`src/rtl/quad_decoder.sv`:
```
// Quadrature A/B decoder: two-flop synchronizer, per-phase glitch filter,
// x4 Gray-code decode and a modulo-2^BITS up/down/load position counter.
module quad_decoder #(
    parameter int BITS = 16,
    parameter int FILT = 2
) (
    input  logic            clk,
    input  logic            rstn,
    input  logic            a_in,
    input  logic            b_in,
    input  logic            load,
    input  logic [BITS-1:0] PI,
    input  logic            clr_err,
    output logic [BITS-1:0] Q,
    output logic            dir,
    output logic            step,
    output logic            err
);

    localparam int CW = $clog2(FILT + 1);
    localparam logic [CW-1:0] FILT_C = CW'(FILT);

    localparam logic [1:0] SYNC0 = 2'd0;
    localparam logic [1:0] SYNC1 = 2'd1;
    localparam logic [1:0] LOCK  = 2'd2;
    localparam logic [1:0] RUN   = 2'd3;

    // Phase pairs are packed as {A,B}: bit 1 = A, bit 0 = B.
    logic [1:0]      state_q, state_d;
    logic [1:0]      s1_q, s2_q;
    logic [1:0]      f_q, f_d;
    logic [1:0]      p_q, p_d;
    logic [CW-1:0]   cnt_q [2];
    logic [CW-1:0]   cnt_d [2];
    logic [BITS-1:0] q_q, q_d;
    logic            dir_q, dir_d;
    logic            step_q, step_d;
    logic            err_q, err_d;

    logic            up, dn, bad;
    logic [CW-1:0]   inc;

    // Two-flop synchronizer for both phases.
    always_ff @(posedge clk or negedge rstn) begin
        if (!rstn) begin
            s1_q <= '0;
            s2_q <= '0;
        end else begin
            s1_q <= {a_in, b_in};
            s2_q <= s1_q;
        end
    end

    // Next-state logic: start-up sequencing, filtering, decode, counter, err.
    always_comb begin
        state_d = state_q;
        f_d     = f_q;
        p_d     = p_q;
        cnt_d   = cnt_q;
        q_d     = q_q;
        dir_d   = dir_q;
        step_d  = 1'b0;
        err_d   = err_q & ~clr_err;
        up      = 1'b0;
        dn      = 1'b0;
        bad     = 1'b0;
        inc     = '0;

        case (state_q)
            SYNC0: state_d = SYNC1;
            SYNC1: state_d = LOCK;
            LOCK: begin
                f_d = s2_q;
                p_d = s2_q;
                for (int unsigned i = 0; i < 2; i++) begin
                    cnt_d[i] = '0;
                end
                state_d = RUN;
            end
            default: begin
                // Filter: a phase flips only after FILT consecutive disagreeing samples.
                for (int unsigned i = 0; i < 2; i++) begin
                    if (s2_q[i] != f_q[i]) begin
                        inc = cnt_q[i] + CW'(1);
                        if (inc == FILT_C) begin
                            f_d[i]   = s2_q[i];
                            cnt_d[i] = '0;
                        end else begin
                            cnt_d[i] = inc;
                        end
                    end else begin
                        cnt_d[i] = '0;
                    end
                end

                // Decode the previous filtered pair against the current one.
                p_d = f_q;
                case ({p_q, f_q})
                    4'b0010, 4'b1011, 4'b1101, 4'b0100: up  = 1'b1;
                    4'b0001, 4'b0111, 4'b1110, 4'b1000: dn  = 1'b1;
                    4'b0011, 4'b1100, 4'b1001, 4'b0110: bad = 1'b1;
                    default: ;
                endcase

                if (up || dn) begin
                    step_d = 1'b1;
                    dir_d  = up;
                    q_d    = up ? q_q + BITS'(1) : q_q - BITS'(1);
                end
                if (bad) begin
                    err_d = 1'b1;
                end
            end
        endcase

        // Load overrides the count but leaves step/dir from a coincident step.
        if (load) begin
            q_d = PI;
        end
    end

    // State registers.
    always_ff @(posedge clk or negedge rstn) begin
        if (!rstn) begin
            state_q <= SYNC0;
            f_q     <= '0;
            p_q     <= '0;
            for (int unsigned i = 0; i < 2; i++) begin
                cnt_q[i] <= '0;
            end
            q_q     <= '0;
            dir_q   <= 1'b0;
            step_q  <= 1'b0;
            err_q   <= 1'b0;
        end else begin
            state_q <= state_d;
            f_q     <= f_d;
            p_q     <= p_d;
            for (int unsigned i = 0; i < 2; i++) begin
                cnt_q[i] <= cnt_d[i];
            end
            q_q     <= q_d;
            dir_q   <= dir_d;
            step_q  <= step_d;
            err_q   <= err_d;
        end
    end

    assign Q    = q_q;
    assign dir  = dir_q;
    assign step = step_q;
    assign err  = err_q;

endmodule
```
`config.mk`:
```
export PLATFORM = sky130hd
export DESIGN_NAME = quad_decoder
export DESIGN_NICKNAME = d
export VERILOG_FILES = /design/src/rtl/quad_decoder.sv
export SDC_FILE = /design/constraint.sdc
export NUM_CORES = 1
export LEC_CHECK = 0
export CAP_MARGIN = 40
export CORE_UTILIZATION = 35
export CTS_CLUSTER_DIAMETER = 120
export DETAILED_ROUTE_END_ITERATION = 8
export PLACE_DENSITY = 0.67
export SYNTH_ARGS = -nofsm -noshare
export SYNTH_HDL_FRONTEND = slang
export SYNTH_SLANG_ARGS = --single-unit
```
`constraint.sdc`:
```
create_clock -name clk -period 3.3 [get_ports clk]
set_input_delay 0.99 -clock clk [delete_from_list [all_inputs] [get_ports clk]]
set_output_delay 0.99 -clock clk [all_outputs]
set_load 0.02 [all_outputs]
```
==> results of run 1 <==
## worst max path at each step
stage          slack [ns]                end  cells past startpoint               start
2_1_floorplan        0.64  Q[12]$_DFFE_PN0P_                     10  f_q[0]$_DFFE_PN0P_
5_1_grt              0.07  Q[12]$_DFFE_PN0P_                     10  f_q[0]$_DFFE_PN0P_
3_5_place_dp         0.41  Q[12]$_DFFE_PN0P_                     10  f_q[0]$_DFFE_PN0P_
3_3_place_gp         0.45  Q[12]$_DFFE_PN0P_                     10  f_q[0]$_DFFE_PN0P_
6_report             0.42  Q[12]$_DFFE_PN0P_                     10  f_q[0]$_DFFE_PN0P_
4_1_cts              0.38  Q[12]$_DFFE_PN0P_                     10  f_q[0]$_DFFE_PN0P_
## cells in the mapped netlist, types with 2 or more instances
| cell | n | share of area (%) |
|---|---|---|
| o31ai_1 | 4 | 1.4 |
| a21oi_1 | 20 | 4.6 |
| xnor2_1 | 8 | 3.2 |
| dfrtp_1 | 33 | 38 |
| nand2_1 | 22 | 3.8 |
| o21ai_1 | 2 | 0.46 |
| mux2i_1 | 7 | 3.2 |
| o21ai_0 | 22 | 5.1 |
| nor2_1 | 14 | 2.4 |
| mux2_2 | 4 | 2.1 |
| nand3_1 | 6 | 1.4 |
| a31oi_1 | 5 | 1.4 |
| nand4_1 | 2 | 0.58 |
| and3_1 | 2 | 0.58 |
| and2_1 | 3 | 0.86 |
| inv_1 | 8 | 1.4 |
| o31a_1 | 2 | 0.81 |
| ha_1 | 19 | 11 |
| a21o_1 | 7 | 2.4 |
| clkbuf_1 | 4 | 0.69 |
| nor3_1 | 5 | 1.2 |
| xor2_1 | 8 | 3.2 |
| o21a_1 | 2 | 0.69 |
| nor2b_1 | 2 | 0.58 |
## area by class of cell
type                            instances  area [µm²]  share of cell area (%)
Sequential cell                        33       825.8                   29.62
Clock buffer                            6       82.58                   2.962
Timing Repair Buffer                   44       430.4                   15.44
Tap cell                               75       93.84                   3.366
Inverter                                9       36.28                   1.302
Clock inverter                          2       37.54                   1.347
Multi-Input combinational cell        184        1281                   45.96
## per-stage QoR
stage / setup WS, ns / util (%) / cell area [µm²] / instances
after floorplan: 0.6356 / - / 2171 / 232
after global placement: 0.4518 / 44.79 / 2668 / 345
after detailed placement: 0.4148 / 44.79 / 2668 / 345
after CTS: 0.3835 / 46.81 / 2788 / 353
after global routing: 0.07302 / 46.81 / 2788 / 353
final: 0.4154 / 46.81 / 2788 / 353
## logic make-up after synthesis
family	count (synthesis)	synth area share (%)
AO/OA/AOI/OAI	72	19.94
XOR/XNOR	18	7.955
adder cells (fa/ha/maj)	20	11.87
buffers and inverters	15	2.939
flip-flops	33	38.04
multiplexers	11	5.303
AND/OR/NAND/NOR	63	13.95
## layer usage
metal | vias up | GRT usage, %
met3 | 4 | 3.146
met1 | 808 | 22.00
met4 | 0 | 5.357
li1 | 927 | -
met2 | 50 | 23.39
met5 | - | 0
## worst max-delay path: stages, from the launching register on
cell and delay, ns:
dfrtp_1 0.46, xnor2_1 0.19, nand2_1 0.30, fa_1 0.52, a21oi_1 0.24, o21ai_0 0.12
a21oi_1 0.35, o21ai_0 0.18, a21o_1 0.18, a31oi_1 0.14, o21ai_0 0.09
## registers in the layout, summed over array words and instances, names as in the netlist
register	cells
err	1
state_q	2
f_q	2
step	1
Q	16
p_q	2
s2_q	2
dir	1
cnt_q	4
s1_q	2
==> run summary, run 1 <==
* finished clean — run status
* 34 — largest net degree at the start of global routing
* 0 — initial antenna violation count
* flip-flop — kind of start point of the critical path
* 4 — drt pass-1 iters
* 0.08 ns — CTS clk-pin slew, worst paths
* 0 — number of hold buffers added after CTS
* 33 — FF+latch count, synth
* 10 — number of cell instances on the worst register-to-register path
* 2 — deepest level of the CTS H-tree
* 5 — cts bufs inserted
* met4 — uppermost signal routing layer after detailed routing
* 127 — Initial DRC Count
* 0.009008 ns — Post-Route Skew
* 1789 — total via count after detailed routing
* 0 — Final Max Tran Viols
* 595 — Filler cells
* 3.05 ns — Arrival @ worst endpoint
* flip-flop to flip-flop — HP Class
* 0.3483 ns — hold slack
* 0 ns — Setup TNS
* 1716 — vias in the first global route
* flip-flop to flip-flop — Crit Path Class
* 2171 µm² — post-synthesis instance area
* 0.8427 — GPL Wtd Cong
* 28.41% — growth of design area from synthesis to finish
* 4484 µm — WL final
* 28 — Std-Cell Rows
* 0.4311 ns — transition at the pin with the smallest max-transition slack
* f_q[0]$_DFFE_PN0P_ — reg-to-reg startpoint
* 0 — number of nets still failing antenna checks after routing
* 1863 µm — Detail Route met2 WL
* 87.41% — final cycle utilization of the critical path
* 7748 µm — global-route wire length before repair
* clkdlybuf4s50_1 — most common library cell in the layout ignoring fill and taps
* 5.068 — Vias/cell
* 0 — yosys synthesis warning count
* 38.04% — proportion of synthesized chip area in sequential cells
* 0.42 ns — minimum setup slack among reg-to-reg paths
* 80.76 µm — Vert. Die Dim
* 3.47 ns — required time of the critical path
* 100.0% — async set-or-reset flop fraction in the synthesized netlist
* 0 — number of enable flip-flop cells after synthesis
* 12.70 µm — routed length per instance
* 2327 µm — met1 layer wirelength in the final routing
* 7.554% — share of cells above drive strength 1
* 0 — GRT overflow
* 36.45% — starting density of the core
* 232 — Post-Syn Instances
* Q[12]$_DFFE_PN0P_ — R2R Path End
* 6521 µm² — DIE AREA
* 0 — number of cells on the worst hold path
* flip-flop — endpoint kind of the worst setup timing path
* 274 — Syn Nets
* 2.885 ns — crit path time final
* 319 — layout net count
* 2 — buffers from clock root to sink, at most
* 0 — final setup violating endpoints
* 0 — antenna fix cells
* 33 — # clock sinks
* 9.357 µm² — synthesized area divided by synthesized cell count
* 5956 µm² — Floorplan Core Area
* 45 — number of unique standard cell types used by synthesis
* 0 — MaxCap Viol Count
* 41 — ports placed on the boundary
* 346.7 MHz — Peak Freq
* no — RSZ-0062 raised after global routing
* 0 — hold violation total from the final report
* 232 µm — routed wl met3
* 40 x clkdlybuf4s50_1, 33 x dfrtp_1, 22 x nand2_1, 22 x o21ai_0, 20 x a21oi_1 — most used cells in the layout excluding fill and tap cells
* 80.76 µm — die extent in x
* 0.29 ns — clock latency reported for the late side of the worst-skew pair
* 71.19% — headroom to the max-slew limit
* dfrtp_1 — Primary FF master, synth
* 0 — final routed DRC violation total
* s1_q[1]$_DFF_PN0_ — launch instance of the worst min-delay path
* 15.50% — global-route total usage across every layer
* done — TritonCTS clock tree
* 0 — post-cts sizing count
* clkbuf_8 — CTS Root Buffer Type
* 3263 µm — HPWL after DPL
* 0 — post-CTS setup-driven buffer insertion count
* s2_q[1]$_DFF_PN0_ — end point of the worst hold path
* 12 — worst-path fanout max
* 40 — number of port buffers
Power of run 1 is left out: the tool's default activity adds up to more than one toggle a clock period on the data nets, which glitch-free logic cannot reach.
==> run 2: changes to the inputs <==
--- a/config.mk
+++ b/config.mk
@@ -9,6 +9,7 @@
 export CORE_UTILIZATION = 35
 export CTS_CLUSTER_DIAMETER = 120
 export DETAILED_ROUTE_END_ITERATION = 8
+export GPL_TIMING_DRIVEN = 0
 export PLACE_DENSITY = 0.67
 export SYNTH_ARGS = -nofsm -noshare
 export SYNTH_HDL_FRONTEND = slang
==> run 2 against run 1 <==
  * Non-clock buffer count up 2
  * Worst hold slack about the same
  * Die area is the same
  * Design area down 0.76%
  * Global-route usage is 0.85 points higher
  * Sequential cell count stayed put
==> run summary, run 2 (synthesis gave the netlist of run 1 again) <==
* finished clean — run status
* 0 — number of hold buffers added after CTS
* 5 — cts bufs inserted
* 0 — number of nets still failing antenna checks after routing
* clkdlybuf4s50_1 — most common library cell in the layout ignoring fill and taps
* clkbuf_8 — CTS Root Buffer Type
* 3.48 ns — required time of the critical path
* 0.8238 — GPL Wtd Cong
* 50.57% — headroom to the max-slew limit
* 321 — layout net count
* 6521 µm² — DIE AREA
* 39 x clkdlybuf4s50_1, 33 x dfrtp_1, 22 x o21ai_0, 21 x nand2_1, 20 x a21oi_1 — most used cells in the layout excluding fill and tap cells
* 4886 µm — WL final
* met4 — uppermost signal routing layer after detailed routing
* 0 — final setup violating endpoints
* 0.009023 ns — Post-Route Skew
* no — RSZ-0062 raised after global routing
* 2 — buffers from clock root to sink, at most
* 40 — number of port buffers
* 0 — MaxCap Viol Count
* 0.07 ns — CTS clk-pin slew, worst paths
* done — TritonCTS clock tree
* 0 — initial antenna violation count
* 5.181 — Vias/cell
* 339.6 MHz — Peak Freq
* 0.7414 ns — transition at the pin with the smallest max-transition slack
* 3501 µm — HPWL after DPL
* 1834 — total via count after detailed routing
* 41 — ports placed on the boundary
* flip-flop to flip-flop — HP Class
* 27.44% — growth of design area from synthesis to finish
* 34 — largest net degree at the start of global routing
* 80.76 µm — Vert. Die Dim
* 13.80 µm — routed length per instance
* 4 — drt pass-1 iters
* flip-flop to flip-flop — Crit Path Class
* 8197 µm — global-route wire length before repair
* 2766 µm² — area of all placed cells without fillers
* 28 — Std-Cell Rows
* 0 — antenna fix cells
* 7.168% — share of cells above drive strength 1
* 16.36% — global-route total usage across every layer
* f_q[0]$_DFFE_PN0P_ — reg-to-reg startpoint
* 36.45% — starting density of the core
* flip-flop — endpoint kind of the worst setup timing path
* 0.29 ns — clock latency reported for the late side of the worst-skew pair
* 0 — GRT overflow
* 2.945 ns — crit path time final
* 2 — deepest level of the CTS H-tree
* 0 — final routed DRC violation total
* 2218 µm — Detail Route met2 WL
* 1788 — vias in the first global route
* 85 — Initial DRC Count
* 20 — worst-path fanout max
* 0 — hold violation total from the final report
* 2369 µm — met1 layer wirelength in the final routing
* 16 — max reg flops
* s1_q[0]$_DFF_PN0_ — launch instance of the worst min-delay path
* 204 µm — routed wl met3
* 80.76 µm — die extent in x
* f_q[0]$_DFFE_PN0P_ — launching element of the worst setup path
* 0 ns — Setup TNS
* flip-flop — kind of start point of the critical path
* 5956 µm² — Floorplan Core Area
* 89.23% — final cycle utilization of the critical path
* 33 — # clock sinks
* 3.12 ns — Arrival @ worst endpoint
* 2660 µm² — area post-placement
* 0 — Final Max Tran Viols
-- run 2: cell count changes in the layout (fill, tap and decap cells not counted), sizes merged --
| cell | before | now |
|---|---|---|
| clkinv | 0 | 1 |
| clkdlybuf4s50 | 40 | 39 |
| buf | 4 | 3 |
| clkbuf | 6 | 9 |
| clkinvlp | 1 | 0 |
-- run 2: final timing paths --
kind | to | slack (ns) | cells past startpoint
max | Q[11]$_DFFE_PN0P_ | 0.36 | 9
min in group asynchronous | step$_DFF_PN0_ | 0.76 | 1
max reg2reg | Q[11]$_DFFE_PN0P_ | 0.36 | 9
min reg2reg | s2_q[0]$_DFF_PN0_ | 0.35 | 0
max in group asynchronous | s2_q[0]$_DFF_PN0_ | 2.06 | 1
min | s2_q[0]$_DFF_PN0_ | 0.35 | 0
-- run 2: what timing repair did --
item                                    CTS  global route
endpoints found under the setup margin    0             5
resized for setup                         0             1
buffers inserted                          0             0
-- run 2: area by class of cell --
class,instances,area [µm²]
fillers,599,3189
multi-input cells,184,1284
flip-flops and latches,33,825.8
repair buffers,40,395.4
well taps,75,93.84
clock buffers,5,68.82
inverters,9,36.28
clock inverters,2,35.03
plain buffers,6,27.53
-- run 2: metal layers --
layer	vias to the layer above	GRT usage, %
met5	-	0
met4	0	5.714
met3	10	3.820
met2	35	27.54
met1	856	20.48
li1	933	-
-- run 2: critical path: stages, from the launching register on --
cell      delay (ns)
dfrtp_1         0.46
xnor2_1         0.21
nand2_2         0.29
ha_1            0.46
a21oi_1         0.23
and3_1          0.27
o21ai_1         0.15
a221oi_1        0.44
nor4_1          0.09
a211o_1         0.24
-- run 2: through the flow --
| step | worst slack (ns) | util (%) | hold slack, ns | std cells |
|---|---|---|---|---|
| 3_5_place_dp | 0.1007 | 44.66 | 0.3355 | 347 |
| 3_3_place_gp | 0.1033 | 44.75 | 0.3352 | 347 |
| 2_1_floorplan | 0.6356 | - | 0.3312 | 232 |
| 6_report | 0.3555 | 46.45 | 0.3483 | 354 |
| 4_1_cts | 0.07544 | 46.41 | 0.3508 | 354 |
| 5_1_grt | 0.03895 | 46.45 | 0.3529 | 354 |
Power of run 2 is left out for the same reason.
==> run 3: changes to the inputs <==
--- a/config.mk
+++ b/config.mk
@@ -11,6 +11,7 @@
 export DETAILED_ROUTE_END_ITERATION = 8
 export GPL_TIMING_DRIVEN = 0
 export PLACE_DENSITY = 0.67
+export SETUP_SLACK_MARGIN = 0.05
 export SYNTH_ARGS = -nofsm -noshare
 export SYNTH_HDL_FRONTEND = slang
 export SYNTH_SLANG_ARGS = --single-unit
==> constraint.sdc (replaced) <==
create_clock -name clk -period 3.24 [get_ports clk]
set_input_delay 0.972 -clock clk [delete_from_list [all_inputs] [get_ports clk]]
set_output_delay 0.972 -clock clk [all_outputs]
set_load 0.02 [all_outputs]
==> run 3 against run 2 <==
  * Design area up 0.14%
  * Register-to-register slack worse by 0.09 ns
  * Clock-buffer cell count stayed put
  * Sequential cell count did not move
  * Wire length rose by 0.12%
  * Maximum frequency decreased by 0.87%
  * Utilization is 0.063 points higher
  * First-iteration DRC count grew 8.2%
  * Die area did not move
  * Final cell count unchanged
  * Critical path depth stayed put
==> run summary, run 3 (synthesis gave the netlist of run 1 again) <==
* 1 — post-cts sizing count
* 2 — buffers from clock root to sink, at most
* 3.820% — M3 GR Usage
* 2.970 ns — crit path time final
* Q[11]$_DFFE_PN0P_ — timing endpoint of the critical path
* 5956 µm² — Floorplan Core Area
* 0 — hold violation total from the final report
* 20.62% — grt met1 use
* 321 — layout net count
* 13.82 µm — routed length per instance
* no — RSZ-0062 raised after global routing
* 36.45% — starting density of the core
* 3501 µm — HPWL after DPL
* 0 — post-CTS setup-driven buffer insertion count
* 92 — Initial DRC Count
* 39 x clkdlybuf4s50_1, 33 x dfrtp_1, 22 x o21ai_0, 21 x nand2_1 — most used cells in the layout excluding fill and tap cells
* clkbuf_8 — CTS Root Buffer Type
* 0 ns — Setup TNS
* 2 — deepest level of the CTS H-tree
* 336.7 MHz — Peak Freq
* 16.33% — global-route total usage across every layer
* 33 — # clock sinks
* 0 — antenna fix cells
* f_q[0]$_DFFE_PN0P_ — reg-to-reg startpoint
* 3.42 ns — required time of the critical path
* flip-flop to flip-flop — Crit Path Class
* 0 — Final Max Tran Viols
* met2 — GR peak layer
* flip-flop — kind of start point of the critical path
* 41 — ports placed on the boundary
* f_q[0]$_DFFE_PN0P_ — launching element of the worst setup path
* 5 — cts bufs inserted
* flip-flop — endpoint kind of the worst setup timing path
* 5.172 — Vias/cell
* done — TritonCTS clock tree
* 28 — Std-Cell Rows
* 3.15 ns — Arrival @ worst endpoint
* 0.007676 ns — Post-Route Skew
* 50.57% — headroom to the max-slew limit
* 597 — Filler cells
* flip-flop to flip-flop — HP Class
* clkdlybuf4s50_1 — most common library cell in the layout ignoring fill and taps
* 16 — max reg flops
* 4892 µm — WL final
* 0.29 ns — clock latency reported for the late side of the worst-skew pair
* 7.527% — share of cells above drive strength 1
* 0 — number of hold buffers added after CTS
* 0 — number of nets still failing antenna checks after routing
* 0.7414 ns — transition at the pin with the smallest max-transition slack
* 825.8 µm² — Register Area
* 34 — largest net degree at the start of global routing
* 20 — worst-path fanout max
* 27.61% — growth of design area from synthesis to finish
* 80.76 µm — die extent in x
* Q[11]$_DFFE_PN0P_ — R2R Path End
* 0 — final routed DRC violation total
* 0.07 ns — CTS clk-pin slew, worst paths
* 91.68% — final cycle utilization of the critical path
* 0.27 ns — minimum setup slack among reg-to-reg paths
* 0.04074 ns — pre-CTS WS
* 1831 — total via count after detailed routing
* 27.29% — global routing usage on met2
* 2770 µm² — area of all placed cells without fillers
* 9 — number of cell instances on the worst register-to-register path
* finished clean — run status
* 8176 µm — global-route wire length before repair
* 1787 — vias in the first global route
* 2660 µm² — area post-placement
* 80.76 µm — Vert. Die Dim
* 0 — GRT overflow
* 0.2697 ns — minimum setup slack in the final design
* 0 — MaxCap Viol Count
* 6521 µm² — DIE AREA
* 4 — drt pass-1 iters
* 0 — final setup violating endpoints
* 0.8238 — GPL Wtd Cong
* 0 — initial antenna violation count
* 1287 µm² — Multi-input gate area
* 40 — number of port buffers
[run 3: how the worst min path moves through the flow]
stage	endpoint	startpoint	slack, ns	depth (start not counted)
floorplan	s2_q[0]$_DFF_PN0_	s1_q[0]$_DFF_PN0_	0.33	0
global placement	s2_q[0]$_DFF_PN0_	s1_q[0]$_DFF_PN0_	0.34	0
detailed placement	s2_q[0]$_DFF_PN0_	s1_q[0]$_DFF_PN0_	0.34	0
CTS	s2_q[0]$_DFF_PN0_	s1_q[0]$_DFF_PN0_	0.35	0
global route	s2_q[0]$_DFF_PN0_	s1_q[0]$_DFF_PN0_	0.35	0
finish	s2_q[0]$_DFF_PN0_	s1_q[0]$_DFF_PN0_	0.35	0
[run 3: cell type report]
type / instances / area share (%)
sequential: 33 / 29.81
buffer: 6 / 0.9937
clock buffer: 5 / 2.484
clock inverter: 2 / 1.265
tap: 75 / 3.388
inverter: 9 / 1.310
multi-input combinational: 184 / 46.48
timing repair buffer: 40 / 14.27
[run 3: through the flow]
stage               std cells  hold slack [ns]  util [%]
floorplan                 232           0.3312         -
global placement          347           0.3352     44.75
detailed placement        347           0.3355     44.66
CTS                       354           0.3508     46.45
global route              354           0.3529     46.51
finish                    354           0.3483     46.51
[run 3: metal layers]
metal  vias to the layer above  share of wire (%)
met5                         -                  0
met4                         0                1.9
met3                        10                4.3
met2                        37                 45
met1                       851                 48
li1                        933                  -
[run 3: critical path, cell delays in order, from the launching register on]
cell and delay [ns]:
dfrtp_1 0.46, xnor2_1 0.21, nand2_2 0.29, ha_1 0.46, a21oi_1 0.24, and3_1 0.27, o21ai_1 0.15, a221oi_1 0.46
nor4_1 0.09, a211o_1 0.24
Power of run 3 is left out for the same reason.
